### src/rtl/updown_counter_mod_pkg.sv
// Shared definitions for the up/down counter family: mode and direction
// encodings plus the per-edge operation select.
package updown_counter_mod_pkg;

    localparam int unsigned CNT_WRAP = 0;
    localparam int unsigned CNT_SAT  = 1;

    localparam logic DIR_UP   = 1'b1;
    localparam logic DIR_DOWN = 1'b0;

    typedef enum logic [1:0] {
        OP_HOLD = 2'd0,
        OP_LOAD = 2'd1,
        OP_STEP = 2'd2
    } op_e;

    // Resolve the per-edge operation from the strobes, load before enable.
    function automatic op_e select_op(input logic load, input logic en);
        op_e op;
        if (load) begin
            op = OP_LOAD;
        end else if (en) begin
            op = OP_STEP;
        end else begin
            op = OP_HOLD;
        end
        return op;
    endfunction

endpackage

### src/rtl/updown_step.sv
// Combinational single-step of the counter: next value in the chosen direction
// and whether that step pressed against the top or bottom boundary.
import updown_counter_mod_pkg::*;

module updown_step #(
    parameter int unsigned WIDTH    = 4,
    parameter int unsigned SAT_MODE = 0
) (
    input  logic [WIDTH-1:0] q,
    input  logic [WIDTH-1:0] limit,
    input  logic             choice,
    output logic [WIDTH-1:0] q_next,
    output logic             hit_hi,
    output logic             hit_lo
);

    localparam logic [WIDTH-1:0] ONE  = WIDTH'(1);
    localparam logic [WIDTH-1:0] ZERO = WIDTH'(0);
    localparam logic             SAT  = (SAT_MODE == CNT_SAT) ? 1'b1 : 1'b0;

    // Step logic; q above limit counts as the top boundary when counting up.
    always_comb begin
        q_next = q;
        hit_hi = 1'b0;
        hit_lo = 1'b0;
        if (choice == DIR_UP) begin
            if (q >= limit) begin
                hit_hi = 1'b1;
                q_next = SAT ? limit : ZERO;
            end else begin
                q_next = q + ONE;
            end
        end else begin
            if (q == ZERO) begin
                hit_lo = 1'b1;
                q_next = SAT ? ZERO : limit;
            end else begin
                q_next = q - ONE;
            end
        end
    end

endmodule

### src/rtl/updown_counter_mod.sv
// Parametrised up/down counter with runtime limit, wrap/saturate mode, load,
// registered terminal-count pulse and sticky overflow/underflow flags.
import updown_counter_mod_pkg::*;

module updown_counter_mod #(
    parameter int unsigned WIDTH    = 4,
    parameter int unsigned SAT_MODE = 0
) (
    input  logic             clk,
    input  logic             reset,
    input  logic             en,
    input  logic             choice,
    input  logic             load,
    input  logic [WIDTH-1:0] load_val,
    input  logic [WIDTH-1:0] limit,
    input  logic             clr_flags,
    output logic [WIDTH-1:0] q,
    output logic             tc,
    output logic             ovf,
    output logic             unf
);

    logic [WIDTH-1:0] r_q;
    logic             r_tc;
    logic             r_ovf;
    logic             r_unf;

    logic [WIDTH-1:0] w_step_q;
    logic             w_hit_hi;
    logic             w_hit_lo;
    op_e              w_op;
    logic [WIDTH-1:0] w_q_next;
    logic             w_tc_next;
    logic             w_set_ovf;
    logic             w_set_unf;
    logic             w_ovf_next;
    logic             w_unf_next;

    updown_step #(
        .WIDTH    (WIDTH),
        .SAT_MODE (SAT_MODE)
    ) u_step (
        .q      (r_q),
        .limit  (limit),
        .choice (choice),
        .q_next (w_step_q),
        .hit_hi (w_hit_hi),
        .hit_lo (w_hit_lo)
    );

    assign w_op = select_op(load, en);

    // Priority mux: a load clamps into range, a step takes the stepper result.
    always_comb begin
        w_q_next  = r_q;
        w_tc_next = 1'b0;
        w_set_ovf = 1'b0;
        w_set_unf = 1'b0;
        case (w_op)
            OP_LOAD: begin
                w_q_next = (load_val > limit) ? limit : load_val;
            end
            OP_STEP: begin
                w_q_next  = w_step_q;
                w_tc_next = w_hit_hi | w_hit_lo;
                w_set_ovf = w_hit_hi;
                w_set_unf = w_hit_lo;
            end
            OP_HOLD: begin
                w_q_next = r_q;
            end
            default: begin
                w_q_next = r_q;
            end
        endcase
    end

    // A boundary event in the same cycle as clr_flags keeps its flag set.
    always_comb begin
        w_ovf_next = w_set_ovf | (r_ovf & ~clr_flags);
        w_unf_next = w_set_unf | (r_unf & ~clr_flags);
    end

    // State registers with synchronous reset.
    always_ff @(posedge clk) begin
        if (reset) begin
            r_q   <= {WIDTH{1'b0}};
            r_tc  <= 1'b0;
            r_ovf <= 1'b0;
            r_unf <= 1'b0;
        end else begin
            r_q   <= w_q_next;
            r_tc  <= w_tc_next;
            r_ovf <= w_ovf_next;
            r_unf <= w_unf_next;
        end
    end

    assign q   = r_q;
    assign tc  = r_tc;
    assign ovf = r_ovf;
    assign unf = r_unf;

endmodule

### config.mk
export PLATFORM = sky130hd
export DESIGN_NAME = updown_counter_mod
export DESIGN_NICKNAME = d
export VERILOG_FILES = /design/src/rtl/updown_counter_mod_pkg.sv /design/src/rtl/updown_step.sv /design/src/rtl/updown_counter_mod.sv
export SDC_FILE = /design/constraint.sdc
export NUM_CORES = 1
export LEC_CHECK = 0
export CAP_MARGIN = 15
export CORE_MARGIN = 1
export CORE_UTILIZATION = 40
export CTS_BUF_LIST = sky130_fd_sc_hd__clkbuf_4
export CTS_CLUSTER_DIAMETER = 150
export CTS_CLUSTER_SIZE = 12
export DETAILED_ROUTE_END_ITERATION = 12
export GPL_TIMING_DRIVEN = 1
export HOLD_SLACK_MARGIN = 0.08
export PLACE_DENSITY = 0.68
export SETUP_SLACK_MARGIN = 0.02
export SLEW_MARGIN = 15
export SYNTH_ARGS = -nofsm -noshare
export SYNTH_HDL_FRONTEND = slang
export SYNTH_HIERARCHICAL = 1
export SYNTH_SLANG_ARGS = --single-unit
### constraint.sdc
create_clock -name clk -period 1.9 [get_ports clk]
set_input_delay 0.38 -clock clk [delete_from_list [all_inputs] [get_ports clk]]
set_output_delay 0.38 -clock clk [all_outputs]
set_load 0.02 [all_outputs]
==> results of run 1 <==
==> power breakdown <==
group / internal [W] / switching, W / leakage [nW]
clock network: 0.0000947 / 0.0000592 / 0.0184
logic: 0.000212 / 0.000191 / 0.536
registers: 0.000159 / 0.00000857 / 0.0578
==> worst register-to-register path: stages, from the launching register on <==
cell and delay [ps]:
dfxtp_1 360, ha_1 240, o211ai_1 230, o211ai_1 130, buf_4 180, o32ai_2 120
mux2i_1 130, nor3_2 160, a2bb2oi_2 130
==> metal layers <==
metal,wire length (um),part of all wire,GRT usage,vias to the layer above
li1,-,-,-,463
met1,1070,0.43,0.270,438
met2,1300,0.52,0.393,29
met3,93,0.037,0.0216,4
met4,52,0.021,0.0952,0
met5,0,0,0,-
==> state kept, by name, summed over array words and instances, names as in the netlist <==
name,cells
ovf,1
q,4
tc,1
unf,1
==> layout by cell type, fill, tap and decap left out, types with 2 or more instances in the layout <==
master / synthesis / final
nor3b_2: 1 / 2
a21oi_1: 5 / 4
nor3_2: 0 / 2
inv_1: 11 / 9
nor3_1: 5 / 3
dlygate4sd2_1: 0 / 2
a2bb2oi_2: 3 / 3
buf_4: 0 / 21
clkbuf_4: 0 / 4
ha_4: 0 / 4
clkdlybuf4s50_1: 0 / 15
nor2_1: 13 / 12
a311oi_2: 0 / 2
inv_2: 0 / 2
ha_1: 10 / 6
nand2_1: 3 / 3
xor2_1: 2 / 2
a211oi_1: 2 / 2
nor2b_1: 4 / 4
mux2i_1: 5 / 5
o21ai_0: 3 / 3
mux2_4: 4 / 4
dfxtp_1: 7 / 6
o211ai_1: 2 / 2
==> path summary, 6_finish.rpt <==
check	startpoint	end	slack [ps]	cells after the start
min	ovf$_SDFF_PP0_	ovf$_SDFF_PP0_	600	3
min reg2reg	ovf$_SDFF_PP0_	ovf$_SDFF_PP0_	600	3
max	q[3]$_SDFFE_PP0P_	q[3]	80	2
max reg2reg	q[1]$_SDFFE_PP0P_	q[3]$_SDFFE_PP0P_	170	8
==> metrics by stage <==
stage	instance area (um2)	total power (W)	utilization
floorplan	902	0.000398	-
global placement	1240	0.000517	0.610
detailed placement	1240	0.000524	0.610
CTS	1330	0.000700	0.651
global route	1380	0.000771	0.677
finish	1380	0.000724	0.677
==> cell type report <==
type | instances | area, um2 | share of cell area
Multi-Input combinational cell | 83 | 783 | 0.567
Timing Repair Buffer | 41 | 353 | 0.255
Sequential cell | 7 | 141 | 0.102
Inverter | 11 | 41.3 | 0.0299
Tap cell | 27 | 33.8 | 0.0244
Clock buffer | 4 | 30.0 | 0.0217
==> logic make-up after synthesis <==
family | count (synthesis) | share of synthesized area
and+or+nand+nor | 37 | 0.243
buffers and inverters | 15 | 0.0750
adders and majority gates | 10 | 0.139
muxes | 9 | 0.122
DFF | 7 | 0.156
xor gates and xnor gates | 2 | 0.0194
AOI/OAI and AO/OA | 25 | 0.246
==> timing repair <==
item	4_1_cts	5_1_grt
resized for setup	12	10
setup endpoints to repair	6	4
gates cloned	0	0
setup buffers	1	2
pin swaps	6	10
==> flow_metrics.tcl, run 1 <==
set metrics [dict create \
    synth.distinct_cells 38 \
    clkTransAtPathRegs_ps 60 \
    rsz0062_at_grt "false" \
    required_ps 1520 \
    core_mm2 0.00204 \
    ir_drop_uv 394 \
    fin_cells 173 \
    whs_ps 604 \
    setup_slack_ps 77.8 \
    ctsHtreeMaxLevel 1 \
    grt_usage 0.222 \
    wire_per_inst_um 14.5 \
    crit_type "reg2out" \
    finalHoldViolCount 0 \
    async_flop_share 0 \
    arrival_ps 1440 \
    start_util 0.441 \
    placedCellCount 166 \
    setup_violations 0 \
    cts_inserted_buffers 3 \
    die_w_um 49.5 \
    max-clock-path-buffers 2 \
    status "finished, final reports clean" \
    synth_top_area_cell "dfxtp_1" \
    synth_ff_type "dfxtp_1" \
    avgSynthCellArea_um2 8.58 \
    start_kind "register" \
    crit_chain "buf_4, clkdlybuf4s50_1" \
    synthTopCellsByCount "13 x nor2_1, 11 x inv_1, 10 x ha_1" \
    timing.fmax_mhz 549 \
    cts_tree "done" \
    ys_warn_count 6 \
    place_ws_ps -412 \
    crit_slowest_cell "clkdlybuf4s50_1" \
    period_share 0.959 \
    synth_seq_area_share 0.156 \
    drt_iter0_drc 21 \
    syn-instance-count 105 \
    synth_area_um2 901 \
    max_slew_margin 0.754 \
    max_stage_delay_ps 610 \
    fillers 168 \
    ant_nets 0 \
    min_path_type "reg2reg" \
    cts-root-buf "clkbuf_4" \
    io-pin-count 21 \
    row_count 16 \
    numPortBuffers 20 \
    skew_ps 3.55 \
    drc_errors 0 \
    grt_max_degree 11 \
    synth-seq-cells 7 \
    place.gp.congestion 0.845 \
    layout-drive-gt1-share 0.384 \
    synthToLayoutAreaGrowth_pct 53.5 \
    clkSinkCount 7 \
    synthDominantCellAreaShare 0.156 \
    nets 171 \
    powerDensity_mw_per_mm2 524 \
    grt_overflow 0 \
    grt_pass1_wl_um 4150 \
    cp-end-kind "output port" \
    dpl.hpwl_um 1750 \
    cp_max_fo 8 \
    viasPerCell 5.40 \
    critPathTopFamily "buffers and inverters" \
    period_needed_ps 1820 \
    die_area_mm2 0.00245 \
    synth_edf_count 0 \
    grt_pass1_vias 903 \
    synth_nets 129 \
    ctsHoldBuffers 0 \
    cp_num_buf_inv 2 \
    slew_violations 0 \
    synth_area_leaders "dfxtp_1 16%, ha_1 14%, mux2_4 6.7%" \
    antenna_found_initial 0 \
    clock_latency_ps 250 \
    antennaDiodeCount 0 \
    num_vias 934 \
    power.leakage_nw 0.612 \
    die_h_um 49.5 \
    maxCapViolations 0 \
    drtPass1Iterations 4 \
    yosysMostFrequentCell "nor2_1" \
    worstMarginPinSlew_ps 369 \
    fin_setup_tns_ps 0 \
    wirelength_um 2520 \
]
(Power assumes the default switching activity.)
==> run 2: changes to the inputs <==
CAP_MARGIN = default   (was 15)
SLEW_MARGIN = default   (was 15)
==> results of run 2 <==
Same layout as run 1: the final DEF is identical, and so are final timing and power.
==> run 3: changes to the inputs <==
CTS_CLUSTER_SIZE = 40   (was 12)
==> results of run 3 <==
Same layout as run 1: the final DEF is identical, and so are final timing and power.
